## src/rtl/cond_wait_unit.sv

```systemverilog
// cond_wait_unit
//  Multi-channel, time-bounded wait(cond) event source. Each channel is armed
//  with a compare mode and lo/hi thresholds. From the edge after the arm edge it
//  samples the shared value bus every cycle. It pulses hit on the first sample
//  that satisfies its condition, and pulses timeout once the optional sample
//  budget is exhausted.
//
//  Ports
//   clk, rst_n   clock, asynchronous active-low reset
//   value        observed value, sampled every posedge
//   arm_valid    per-channel arm request (accepted when arm_ready)
//   arm_ready    channel idle
//   arm_mode     3 bits/channel: EQ NE LT LE GT GE EXCL INCL
//   arm_lo/hi    thresholds per channel
//   arm_tmo      timeout in samples per channel, 0 = forever
//   cancel       abort an armed wait, no pulse
//   busy         channel armed
//   hit/timeout  one-cycle result pulses
//   hit_value    value at the last hit, per channel
//
//  state     | meaning
//  ST_IDLE   | channel free, arm_ready=1
//  ST_ARMED  | waiting on condition / timeout, busy=1
module cond_wait_unit #(
   parameter int WIDTH  = 32,
   parameter int NCH    = 4,
   parameter int TMO_W  = 16,
   parameter int SIGNED = 1
) (
   input  logic                   clk,
   input  logic                   rst_n,
   input  logic [WIDTH-1:0]       value,
   input  logic [NCH-1:0]         arm_valid,
   output logic [NCH-1:0]         arm_ready,
   input  logic [3*NCH-1:0]       arm_mode,
   input  logic [WIDTH*NCH-1:0]   arm_lo,
   input  logic [WIDTH*NCH-1:0]   arm_hi,
   input  logic [TMO_W*NCH-1:0]   arm_tmo,
   input  logic [NCH-1:0]         cancel,
   output logic [NCH-1:0]         busy,
   output logic [NCH-1:0]         hit,
   output logic [NCH-1:0]         timeout,
   output logic [WIDTH*NCH-1:0]   hit_value
);

   localparam logic [0:0] ST_IDLE  = 1'b0;
   localparam logic [0:0] ST_ARMED = 1'b1;
   localparam logic [TMO_W-1:0] CNT_ONE = {{(TMO_W-1){1'b0}}, 1'b1};
   localparam logic SGN = (SIGNED != 0);

   // Operands are widened by one bit: the extra bit is the sign for signed
   // compares and zero for unsigned ones, so a single signed comparator
   // covers both parameterisations.
   logic signed [WIDTH:0] v_x;
   assign v_x = {SGN & value[WIDTH-1], value};

   for (genvar g = 0; g < NCH; g++) begin : g_ch
      logic [0:0]       state;
      logic [2:0]       mode;
      logic [WIDTH-1:0] lo;
      logic [WIDTH-1:0] hi;
      logic [WIDTH-1:0] hv;
      logic [TMO_W-1:0] cnt;
      logic             hit_r;
      logic             tmo_r;
      logic             cond;
      logic signed [WIDTH:0] lo_x;
      logic signed [WIDTH:0] hi_x;

      always_comb begin
         lo_x = {SGN & lo[WIDTH-1], lo};
         hi_x = {SGN & hi[WIDTH-1], hi};
         cond = 1'b0;
         case (mode)
            3'd0: cond = (v_x == lo_x);
            3'd1: cond = (v_x != lo_x);
            3'd2: cond = (v_x <  lo_x);
            3'd3: cond = (v_x <= lo_x);
            3'd4: cond = (v_x >  lo_x);
            3'd5: cond = (v_x >= lo_x);
            3'd6: cond = (v_x >  lo_x) && (v_x <  hi_x);
            default: cond = (v_x >= lo_x) && (v_x <= hi_x);
         endcase
      end

      // cnt==0 while armed means no timeout; a loaded budget of N reaches the
      // terminal count of 1 on the Nth failing sample.
      always_ff @(posedge clk or negedge rst_n) begin
         if (!rst_n) begin
            state <= ST_IDLE;
            mode  <= '0;
            lo    <= '0;
            hi    <= '0;
            hv    <= '0;
            cnt   <= '0;
            hit_r <= 1'b0;
            tmo_r <= 1'b0;
         end else begin
            hit_r <= 1'b0;
            tmo_r <= 1'b0;
            if (state == ST_IDLE) begin
               if (arm_valid[g]) begin
                  state <= ST_ARMED;
                  mode  <= arm_mode[3*g +: 3];
                  lo    <= arm_lo[WIDTH*g +: WIDTH];
                  hi    <= arm_hi[WIDTH*g +: WIDTH];
                  cnt   <= arm_tmo[TMO_W*g +: TMO_W];
               end
            end else if (cancel[g]) begin
               state <= ST_IDLE;
            end else if (cond) begin
               state <= ST_IDLE;
               hit_r <= 1'b1;
               hv    <= value;
            end else if (cnt == CNT_ONE) begin
               state <= ST_IDLE;
               tmo_r <= 1'b1;
               cnt   <= '0;
            end else if (cnt != '0) begin
               cnt <= cnt - CNT_ONE;
            end
         end
      end

      assign arm_ready[g]                = (state == ST_IDLE);
      assign busy[g]                     = (state == ST_ARMED);
      assign hit[g]                      = hit_r;
      assign timeout[g]                  = tmo_r;
      assign hit_value[WIDTH*g +: WIDTH] = hv;
   end

endmodule

```

## config.mk

```make
export PLATFORM = sky130hd
export DESIGN_NAME = cond_wait_unit
export DESIGN_NICKNAME = d
export VERILOG_FILES = /design/src/rtl/cond_wait_unit.sv
export SDC_FILE = /design/constraint.sdc
export NUM_CORES = 1
export LEC_CHECK = 0
export ABC_AREA = 1
export CAP_MARGIN = 15
export CORE_MARGIN = 8
export CORE_UTILIZATION = 30
export CTS_CLUSTER_SIZE = 8
export DETAILED_ROUTE_END_ITERATION = 10
export PLACE_DENSITY = 0.51
export SLEW_MARGIN = 20
export SYNTH_ARGS = -nofsm -noshare
export SYNTH_HDL_FRONTEND = slang
export SYNTH_SLANG_ARGS = --single-unit
```

## constraint.sdc

```tcl
create_clock -name clk -period 2.66 [get_ports clk]
set_clock_uncertainty 0.05 [all_clocks]
set_input_delay 0.532 -clock clk [delete_from_list [all_inputs] [get_ports clk]]
set_output_delay 0.532 -clock clk [all_outputs]
set_load 0.01 [all_outputs]
```

# Word level (Yosys, flattened, before mapping)
# Index checks and enable logic that the tools add are counted.
[totals] inputBits=374 ff_bits=472 output_inout_bits=144
[op_classes] n_lt_le_gt_ge=24 n_addsub=4 n_reduce_logical=32 n_eq_ne=48 muxes=76 n_bitwise=8
[op_table] op="two-way mux 16 bit" n=24
[op_table] op="<= comparator 32 bit" n=8
[op_table] op="less-than comparator 32 bit" n=8
[op_table] op="equality test 32 bit" n=4
[op_table] op=">= comparator 32 bit" n=4
[op_table] op="greater-than comparator 32 bit" n=4
[op_table] op="inequality test 32 bit" n=4
[op_table] op="equality test 16 x 1 -> 1 bit, second input constant" n=4
[op_table] op="nonzero test 16 bit" n=4
[op_table] op="subtractor 16 x 1 -> 16 bit, second input constant" n=4
[op_table] op="two-way mux 1 bit" n=48
[op_table] op="equality test 3 bit, second input constant" n=12
[op_table] op="case mux 1 bit (7 select lines)" n=4
[op_table] op="equality test 3 x 2 -> 1 bit, second input constant" n=8
[op_table] op="inequality test 2 bit, second input constant" n=8
[op_table] op="AND reduction 4 bit" n=4
[op_table] op="equality test 3 x 1 -> 1 bit, second input constant" n=4
[op_table] op="logical NOT 3 bit" n=4
[op_table] op="inequality test 3 x 1 -> 1 bit, second input constant" n=4
[op_table] op="AND reduction 3 bit" n=4
[op_table] op="logical AND 1 bit" n=8
[op_table] op="inverter 1 bit" n=8
[op_table] op="AND reduction 2 bit" n=4
[op_table] op="nonzero test 2 bit" n=4

# Depth between registers and ports, before layout
# Gate-level depths: netlist (run 1).
[depth] ltp_word=6 ltp_mapped=26 mapped_depth_nobuf=24

# Worst setup path after synthesis (run 1)
# OpenSTA, ideal clock, no wires.
[synth_timing] path_kind="input-to-reg" start="input port value[0]" end="register g_ch[0].cnt[12]" cell_stages=24 path_slack_ns=0.124 required_time_ns=2.493 path_buffers=1 arrival_ns=2.369 path_cell_list="inv_1 -> ha_1 -> inv_1 -> nand2_1 -> nand2_1 -> nand2_1 -> nand2_1 -> nand2_1 -> nand2_1 -> nand2_1 -> nand2_1 -> nand2_1 -> nand2_1 -> nand2_1 -> nand2_1 -> nand2_1 -> nand2_1 -> nor2_1 -> nand3_2 -> nand2_2 -> nand3_4 -> buf_2 -> nand2_1 -> nand2_1"
[synth_between] elab_chain_len=5
[synth_rtl] element="start: declaration" line="32" text="input logic [WIDTH-1:0] value,"
[synth_rtl] element=">= comparator 32 bit (tied with other cells)" line="80, 82"
[synth_rtl] element="logical AND 1 bit (on tied branches)" line="82, 81"
[synth_rtl] element="case mux 1 bit (7 select lines) *" line="74" text="case (mode)"
[synth_rtl] element="inequality test 2 bit (no line) *"
[synth_rtl] element="AND reduction 4 bit (no line) *"
[synth_rtl] element="end signal: assignment" line="107" text="cnt <= arm_tmo[TMO_W*g +: TMO_W];"
[synth_rtl] element="end signal: assignment" line="120" text="cnt <= cnt - CNT_ONE;"
[synth_rtl] element="end: declaration" line="63" text="logic [TMO_W-1:0] cnt;"
# Mark *: on every way between the ends. The rest lies on a longest branch, timed or not.
# A chain may end at the register's enable or synchronous reset.

# Worst setup path in the final report (run 1)
[layout_timing] start="input port value[17]" end="register g_ch[3].hv[9]"
[layout_between] elab_chain_len=4
[layout_rtl] element=">= comparator 32 bit (tied with other cells)" line="80, 82"
[layout_rtl] element="logical AND 1 bit (on tied branches)" line="82, 81"
[layout_rtl] element="case mux 1 bit (7 select lines) *" line="74"
[layout_rtl] element="AND reduction 3 bit (no line) *"
[layout_rtl] element="end signal: assignment" line="114" text="hv <= value;"
[layout_rtl] element="end: declaration" line="62" text="logic [WIDTH-1:0] hv;"
# Marked as above.

==> out/results.tsv, run 1 <==
metric	value	unit
row count	109	
switching power share of the total	0.409	
largest net degree at the start of global routing	83	
GRT busiest layer	met2	
combinational family with the most area after synthesis	simple AND/OR/NAND/NOR gates	
syn_area_per_cell	8.24	sq um
clock period minus worst slack	2780	ps
Synth Register Bits	472	
Top FF cell, synth	dfrtp_1	
worst setup margin	-120	ps
Final setup viols	114	
Initial DRC Count	1359	
number of max-cap violations	0	
share of power burned in registers	0.281	
Synth Cell Area	26600	sq um
number of synthesized flops with an enable pin	0	
Peak Freq	360	MHz
most frequent cells in the layout	clkdlybuf4s50_1, dfrtp_1, nand2_1	
Setup Slack @ Placement	-1250	ps
Clk Latency, worst-skew pair	620	ps
GP Congestion	0.864	
vias in the first global route	25000	
met3 Track Usage GR	0.0510	
H-tree depth	3	
DR pass1 iterations	5	
IO buf count	517	
WP data arrival	3220	ps
first-pass GRT wire length	156000	microns
Synth top area share	0.444	
area grow syn2layout	55.1	%
final hold vios	0	
IO Count	518	
Slew @ Worst Pin	590	ps
root buf cell	clkbuf_16	
Die X	314	microns
compound-cell area share of the yosys netlist	0.130	
required time of the critical path	3100	ps
die height	314	microns
Leakage Power	19.8	nW
share of cells above drive strength 1	0.258	
Int Power	26.5	mW
post-synthesis simple-gate area fraction	0.200	
pwr dens	1090	nW/um^2
Hold Crit Class	in2async	
worst IR drop on VDD	0.000652	V
fin. max-slew vios	0	
P_sw	18.4	mW
status	finished with violations	
Seq/Total Area, Yosys	0.444	
Synth Net Count	3865	
Die Area	98500	sq um
Synth Area in Adders	0.124	
initial antenna violation count	26	
startpoint types	input pin	
Warnings, synthesis	0	
grt ovf	0	
Inserted Clock Buffers	70	
clock tree buffer depth	3	
xor and xnor area share after synthesis	0.0115	
total track usage	0.207	
Routed Antenna Nets	0	
# clock sinks	472	
core area	88100	sq um
Detail Placement HPWL	75900	microns
met2 Track Usage GR	0.335	
failing checks	setup timing	
met1 Usage GRT	0.271	
Area contributors post-synth	dfrtp_1, ha_1, nand2_1, a21oi_1, inv_1	
vias	24800	
NumNets Final	4668	
RSZ-0062 raised after global routing	true	
crit-path max FO	8	
commonest non-fill, non-tap cell in the layout	clkdlybuf4s50_1	
area leader, netlist	dfrtp_1	
multiplexer share of the synthesized area	0.00381	
Logic pwr share	0.532	
Initial Utilization	0.302	
drt drc	0	
cell count after synthesis	3227	
CTS clk-pin slew, worst paths	50	ps
period utilisation layout	1.04	
Distinct cells, synth	53	
Clk pwr share	0.187	
Critical Path Sink Type	flop	
Slew Limit Headroom	0.606	
CP Class	in2reg	
share of flip-flops with an asynchronous set or reset	1.00	
hold_ws	400	ps
via/cell ratio	4.76	
wire per inst	20.5	microns
CTS tree	yes	
DRT Wirelength	107000	microns
-- synthesized netlist by cell type (30+ instances only) --
library cell,instances
a21oi_1,379
clkbuf_1,66
dfrtp_1,472
ha_1,264
inv_1,432
nand2_1,564
nand2_2,36
nand3_1,108
nand4_1,62
nor2_1,419
nor3_1,30
o21ai_0,155
o21ai_1,31
o21ai_2,34
-- kinds of logic (layout without fill, tap and decap cells) --
family                   after synthesis  count (layout)
buffers and inverters                553            1366
adder cells (fa/ha/maj)              264             264
AND/OR/NAND/NOR                     1255            1260
AO/OA/AOI/OAI                        639             639
multiplexers                           9               9
flip-flops                           472             472
other                                  0               8
XOR/XNOR                              35              35
-- flip-flops by register name, indices dropped and copies added (netlist names) --
register    cells
g_ch.cnt       64
g_ch.hi       128
g_ch.hit_r      4
g_ch.hv       128
g_ch.lo       128
g_ch.mode      12
g_ch.state      4
g_ch.tmo_r      4
-- metrics by stage --
step                      utilization  area [sq um]  setup TNS [ps]  std cells  power [mW]
after floorplan                     -         26600               0       3227        23.5
after global placement          0.395         34800         -202010       5016        30.6
after detailed placement        0.395         34800         -206580       5016        30.9
after CTS                       0.445         39200           -6760       5181        42.6
after global routing            0.468         41300          -26360       5214        48.4
final                           0.468         41300           -5190       5218        44.8
-- routing by layer --
| metal | part of all wire | routed length, microns |
|---|---|---|
| met1 | 0.44 | 47500 |
| met2 | 0.47 | 49900 |
| met3 | 0.059 | 6340 |
| met4 | 0.028 | 3030 |
| met5 | 0.0016 | 173 |
-- layout make-up --
class,instances,area (sq um)
tap,1165,1460
clock inverter,7,140
inverter,433,1640
antenna,8,20.0
timing repair buffer,846,9100
clock buffer,80,1830
fill,8544,46800
sequential,472,11800
multi-input combinational,2207,15300
-- power by group through the flow --
| stage | Combinational [mW] | Clock [mW] | Sequential, mW |
|---|---|---|---|
| CTS | 21.6 | 8.61 | 12.3 |
| global route | 26.5 | 8.88 | 13.0 |
| global placement | 18.3 | 0 | 12.3 |
| detailed placement | 18.6 | 0 | 12.3 |
| floorplan | 11.1 | 0 | 12.3 |
| finish | 23.8 | 8.37 | 12.6 |
-- critical path: stages --
cell and delay (ps):
dlygate4sd2_1 260, buf_12 150, buf_4 160, ha_1 300, a21oi_1 150, o21ai_1 80, nand2_1 110, a21oi_2 80
nor2_4 170, nand2_4 70, nand2_2 60, nand3_2 90, nand2_2 80, inv_2 40, nor2_4 110, nand3_2 100
nand2_4 80, buf_12 160, buf_12 170, buf_12 160, o21ai_2 60
-- what timing repair did --
action	CTS	global route
gates resized for setup	406	480
cloned	27	10
hold endpoints to repair	40	0
setup endpoints to repair	203	204
hold buffers	1	0
buffers inserted	55	33
pin swaps	86	166
-- worst paths after layout --
kind / startpoint / endpoint / slack, ps / cells past startpoint
min in group clk: g_ch[1].hv[17] / g_ch[1].hv[17] / 430 / 2
max reg2reg: g_ch[0].lo[29] / g_ch[0].cnt[7] / -80 / 20
min reg2reg: g_ch[1].hv[17] / g_ch[1].hv[17] / 430 / 2
min: rst_n / g_ch[0].hv[26] / 400 / 2
max: value[17] / g_ch[3].hv[9] / -120 / 21
max in group asynchronous: rst_n / g_ch[1].hi[11] / 1170 / 3
(Power assumes the default switching activity.)
==> run 2: changes to the inputs <==
Settings changed: PLACE_DENSITY 0.51 to 0.62.
==> out/results.tsv, run 2 (synthesis gave the netlist of run 1 again) <==
metric	value	unit	change
clock tree buffer depth	3		unchanged
Leakage Power	19.6	nW	was 19.8 nW
failing checks	setup timing		unchanged
vias in the first global route	25000		about the same
startpoint types	input pin		unchanged
IO Count	518		unchanged
Slew Limit Headroom	0.127		was 0.606
final hold vios	0		unchanged
WP data arrival	3230	ps	was 3220 ps
Power, Total	44.9	mW	was 44.8 mW
Initial DRC Count	1470		was 1359
crit-path max FO	8		unchanged
NumNets Final	4642		was 4668
first-pass GRT wire length	151000	microns	was 156000 microns
Slew @ Worst Pin	1310	ps	was 590 ps
Detail Placement HPWL	75500	microns	was 75900 microns
min-delay src	g_ch[0].cnt[14]		
Clk Latency, worst-skew pair	610	ps	was 620 ps
hold_ws	427	ps	was 400 ps
CP Class	in2reg		unchanged
worst setup margin	-140	ps	was -120 ps
Post-Layout Cell Count	5205		was 5218
worst IR drop on VDD	0.000718	V	was 0.000652 V
IO buf count	517		unchanged
CTS tree	yes		unchanged
initial antenna violation count	32		was 26
core area	88100	sq um	unchanged
most frequent cells in the layout	clkdlybuf4s50_1, dfrtp_1, nor2_1		was clkdlybuf4s50_1, dfrtp_1, nand2_1
root buf cell	clkbuf_16		unchanged
largest net degree at the start of global routing	66		was 83
DR pass1 iterations	5		unchanged
status	finished with violations		unchanged
die height	314	microns	unchanged
Die X	314	microns	unchanged
drt drc	0		unchanged
fin. max-slew vios	0		unchanged
Peak Freq	357	MHz	was 360 MHz
number of max-cap violations	0		unchanged
Routed Antenna Nets	0		unchanged
area grow syn2layout	54.6	%	was 55.1%
Inserted Clock Buffers	71		was 70
period utilisation layout	1.05		was 1.04
P_sw	18.6	mW	was 18.4 mW
CTS clk-pin slew, worst paths	50	ps	about the same
Layout Utilization	0.467		was 0.468
H-tree depth	3		unchanged
row count	109		unchanged
Setup TNS	-9280	ps	was -5190 ps
Die Area	98500	sq um	unchanged
Final setup viols	149		was 114
RSZ-0062 raised after global routing	true		unchanged
# clock sinks	472		unchanged
pwr dens	1090	nW/um^2	about the same
GP Congestion	0.861		was 0.864
total track usage	0.198		was 0.207
R2R Path Start	g_ch[2].hi[29]		was g_ch[0].lo[29]
Initial Utilization	0.302		unchanged
Setup Slack @ Placement	-994	ps	was -1250 ps
Hold Crit Class	reg2reg		was in2async
vias	25300		was 24800
Area after DPL	34600	sq um	was 34800 sq um
required time of the critical path	3090	ps	was 3100 ps
grt ovf	0		unchanged
Critical Path Sink Type	flop		unchanged
share of cells above drive strength 1	0.247		was 0.258
Logic pwr share	0.528		was 0.532
Placed Cells	4987		was 5016
wire per inst	20.8	microns	was 20.5 microns
via/cell ratio	4.86		was 4.76
commonest non-fill, non-tap cell in the layout	clkdlybuf4s50_1		unchanged
Int Power	26.3	mW	was 26.5 mW
switching power share of the total	0.414		was 0.409
clock period minus worst slack	2800	ps	was 2780 ps
share of power burned in registers	0.282		was 0.281
DRT Wirelength	108000	microns	was 107000 microns
Top Registers	g_ch.hi (128), g_ch.hv (128), g_ch.lo (128)		unchanged
Setup crit start	value[7]		was value[17]
Clk pwr share	0.190		was 0.187
final instance area	41100	sq um	was 41300 sq um
[run 2: cell count changes in the layout (fill, tap and decap cells not counted), sizes merged]
cell / change
bufbuf: -1
clkinvlp: -2
bufinv: +1
inv: +1
clkdlybuf4s15: -4
clkbuf: +13
diode: +7
clkinv: +1
buf: -39
dlygate4sd2: +10
[run 2: path summary, 6_finish.rpt]
check | slack (ps) | end | depth (start not counted)
min reg2reg | 430 | g_ch[0].cnt[14] | 2
min in group asynchronous | 470 | g_ch[0].cnt[1] | 2
max | -140 | g_ch[0].hv[6] | 19
min | 430 | g_ch[0].cnt[14] | 2
max reg2reg | -110 | g_ch[2].hv[13] | 14
max in group asynchronous | 1280 | g_ch[3].hv[1] | 3
[run 2: what timing repair did]
action,CTS,global route
endpoints found under the hold margin,41,0
gates cloned,12,28
setup buffers,51,19
setup endpoints to repair,201,201
resized for setup,191,629
hold buffers,1,0
pin swaps,48,166
[run 2: worst max-delay path, stage by stage]
cell,delay (ps)
dlygate4sd2_1,240
buf_6,140
buf_6,140
ha_4,240
a21oi_1,160
o21a_1,220
nand2_1,70
nand2_1,80
nand2_2,80
nand2_2,100
nand2_2,60
nand2_2,90
nand3_2,90
nand3b_1,200
nand3_4,230
nand2_8,160
clkbuf_16,240
nand2_2,60
o21ai_1,50
[run 2: final cells by class]
| cell class | instances | area, sq um |
|---|---|---|
| multi-input combinational | 2207 | 15400 |
| clock inverter | 8 | 160 |
| timing repair buffer | 819 | 8750 |
| clock buffer | 86 | 1880 |
| sequential | 472 | 11800 |
| antenna | 15 | 37.5 |
| inverter | 433 | 1630 |
| tap | 1165 | 1460 |
| fill | 8265 | 47000 |
[run 2: power groups by stage]
stage | Sequential, mW | Combinational [mW] | Clock (mW)
2_1_floorplan | 12.3 | 11.1 | 0
3_3_place_gp | 12.3 | 17.9 | 0
3_5_place_dp | 12.3 | 18.4 | 0
4_1_cts | 12.3 | 19.8 | 8.74
5_1_grt | 13.0 | 26.3 | 9.01
6_report | 12.6 | 23.7 | 8.53
[run 2: layer usage]
metal	GRT usage	part of all wire	vias to the layer above
met4	0.0629	0.037	22
met3	0.0598	0.078	233
li1	-	-	12100
met1	0.249	0.41	12000
met2	0.326	0.47	873
met5	0	0.0014	-
==> run 3: changes to the inputs <==
Settings changed: CORE_UTILIZATION 30 to 45, CTS_CLUSTER_SIZE 8 to 30, PLACE_DENSITY 0.62 to 0.82, SETUP_SLACK_MARGIN from default to 0.4.
==> out/results.tsv, run 3 (synthesis gave the netlist of run 1 again) <==
metric	value	unit	change
Peak Freq	330	MHz	was 357 MHz
fin. max-slew vios	0		unchanged
most frequent cells in the layout	clkdlybuf4s50_1, dfrtp_1, nand2_1		was clkdlybuf4s50_1, dfrtp_1, nor2_1
Slew @ Worst Pin	649	ps	was 1310 ps
Post-Layout Cell Count	4784		was 5205
Slew Limit Headroom	0.567		was 0.127
period utilisation layout	1.14		was 1.05
number of max-cap violations	0		unchanged
share of cells above drive strength 1	0.234		was 0.247
clock tree buffer depth	3		unchanged
min-delay src	value[0]		was g_ch[0].cnt[14]
IO buf count	517		unchanged
area grow syn2layout	50.2	%	was 54.6%
# clock sinks	472		unchanged
WP data arrival	3490	ps	was 3230 ps
failing checks	setup timing		unchanged
first-pass GRT wire length	150000	microns	was 151000 microns
CP Class	in2reg		unchanged
area of the multi-input gates	15100	sq um	was 15400 sq um
R2R Path Start	g_ch[1].hi[31]		was g_ch[2].hi[29]
R2R setup slack	-330	ps	was -110 ps
worst IR drop on VDD	0.00106	V	was 0.000718 V
total track usage	0.287		was 0.198
CTS clk-pin slew, worst paths	70	ps	was 50 ps
stages on the worst setup path	18		was 19
slowest stage delay, CP	290	ps	was 240 ps
GP Congestion	0.916		was 0.861
root buf cell	clkbuf_16		unchanged
Die Area	67200	sq um	was 98500 sq um
CP bufs+invs	5		was 4
RSZ-0062 raised after global routing	true		unchanged
cells on worst reg2reg path	18		was 14
initial antenna violation count	33		was 32
Hold Crit Class	in2reg		was reg2reg
core area	58700	sq um	was 88100 sq um
Critical Path Sink Type	flop		unchanged
Placed Cells	4571		was 4987
Detail Placement HPWL	69000	microns	was 75500 microns
DRT Wirelength	112000	microns	was 108000 microns
Power, Total	46.0	mW	was 44.9 mW
RR Endpoint	g_ch[1].hv[14]		was g_ch[2].hv[13]
clock period minus worst slack	3030	ps	was 2800 ps
Clk Latency, worst-skew pair	610	ps	about the same
vias	27200		was 25300
required time of the critical path	3120	ps	was 3090 ps
via/cell ratio	5.68		was 4.86
delay-heaviest family, CP	simple AND/OR/NAND/NOR gates		unchanged
startpoint types	input pin		unchanged
row count	89		was 109
pwr dens	1150	nW/um^2	was 1090 nW/um^2
largest net degree at the start of global routing	67		was 66
CP Capture Point	g_ch[1].hv[14]		was g_ch[0].hv[6]
IO Count	518		unchanged
Die X	259	microns	was 314 microns
Filler cells	3973		was 8265
CTS tree	yes		unchanged
commonest non-fill, non-tap cell in the layout	clkdlybuf4s50_1		unchanged
final hold vios	0		unchanged
Initial DRC Count	2678		was 1470
Top Registers	g_ch.hi (128), g_ch.hv (128), g_ch.lo (128)		unchanged
vias in the first global route	26200		was 25000
wire per inst	23.5	microns	was 20.8 microns
most frequent CP cell	nand2_1		was nand2_2
Routed Antenna Nets	0		unchanged
status	finished with violations		unchanged
drt drc	0		unchanged
Crit-path slowest cell	dlygate4sd2_1		unchanged
Initial Utilization	0.453		was 0.302
grt ovf	0		unchanged
die height	259	microns	was 314 microns
Final setup viols	157		was 149
DR pass1 iterations	6		was 5
Inserted Clock Buffers	51		was 71
critical-path cell list	dlygate4sd2_1 -> buf_6 -> buf_4 -> ha_1 -> nand2_1 -> o21ai_0 -> nand2_1 -> o211ai_1 -> a21oi_2 -> nand3_1 -> nand4_1 -> nand2_4 -> nand3_4 -> nand2_8 -> buf_12 -> buf_16 -> nand2_1 -> o21ai_1		was dlygate4sd2_1 -> buf_6 -> buf_6 -> ha_4 -> a21oi_1 -> o21a_1 -> nand2_1 -> nand2_1 -> nand2_2 -> nand2_2 -> nand2_2 -> nand2_2 -> nand3_2 -> nand3b_1 -> nand3_4 -> nand2_8 -> clkbuf_16 -> nand2_2 -> o21ai_1
crit-path max FO	8		unchanged
H-tree depth	2		was 3
Leakage Power	19.4	nW	was 19.6 nW
NumNets Final	4592		was 4642
Storage cell area	11800	sq um	about the same
Setup crit start	value[26]		was value[7]
worst setup margin	-367	ps	was -140 ps
==> run 3: changes by cell type in the layout (fill, tap and decap cells not counted), moves of 9 or more <==
cell / previous run / this run
nand2_2: 127 / 100
nand3_2: 39 / 29
buf_16: 7 / 19
buf_4: 177 / 150
clkbuf_16: 90 / 61
nand3_1: 69 / 78
nand2_1: 380 / 408
ha_4: 81 / 70
o21ai_1: 51 / 41
==> run 3: final cells by class <==
cell class | count | area share
diodes | 19 | 0.00119
clock buffers | 69 | 0.0357
clock inverters | 22 | 0.00795
inverters | 433 | 0.0411
multi-input cells | 2204 | 0.378
flip-flops and latches | 472 | 0.296
well taps | 773 | 0.0242
repair buffers | 792 | 0.216
==> run 3: worst min-delay path by stage <==
stage | endpoint | cells after the start
after detailed placement | g_ch[2].hv[5] | 2
after global routing | g_ch[3].hv[0] | 4
after CTS | g_ch[3].hv[0] | 4
final | g_ch[3].hv[0] | 4
after floorplan | g_ch[0].cnt[0] | 0
after global placement | g_ch[0].cnt[14] | 2
==> run 3: power by group <==
| group | switching, mW | internal, mW | total, mW | leakage, nW |
|---|---|---|---|---|
| Sequential | 2.35 | 10.5 | 12.9 | 5.52 |
| Clock | 3.20 | 4.44 | 7.64 | 0.844 |
| Combinational | 14.2 | 11.3 | 25.5 | 13.0 |
==> run 3: worst min-delay path: cells and delay by family <==
family                 cells  cell delay (ps)
buffers and inverters      3              400
AO/OA/AOI/OAI              1               40
==> run 3: layer usage <==
| metal | track usage | up-vias | share of wire |
|---|---|---|---|
| li1 | - | 12000 | - |
| met1 | 0.329 | 12800 | 0.35 |
| met2 | 0.476 | 1686 | 0.46 |
| met3 | 0.0892 | 597 | 0.11 |
| met4 | 0.153 | 30 | 0.077 |
| met5 | 0 | - | 0.0018 |
==> run 3: through the flow <==
| step | util | hold slack, ps | worst slack, ps | area, sq um | setup TNS [ps] |
|---|---|---|---|---|---|
| 5_1_grt | 0.681 | 340 | -398 | 39900 | -41060 |
| 3_5_place_dp | 0.580 | 422 | -924 | 34000 | -170140 |
| 4_1_cts | 0.648 | 309 | -11.8 | 38000 | -20.6 |
| 2_1_floorplan | - | 186 | 196 | 26900 | 0 |
| 6_report | 0.681 | 351 | -367 | 40000 | -22060 |
| 3_3_place_gp | 0.580 | 404 | -894 | 34000 | -163230 |
==> run 3: timing repair <==
item                       in CTS  in global routing
setup endpoints to repair     209                210
pin swaps                     100                100
buffers inserted               43                 24
gates cloned                   24                 11
hold buffers                    1                  0
hold endpoints to repair       54                  0
gates resized for setup       398                374
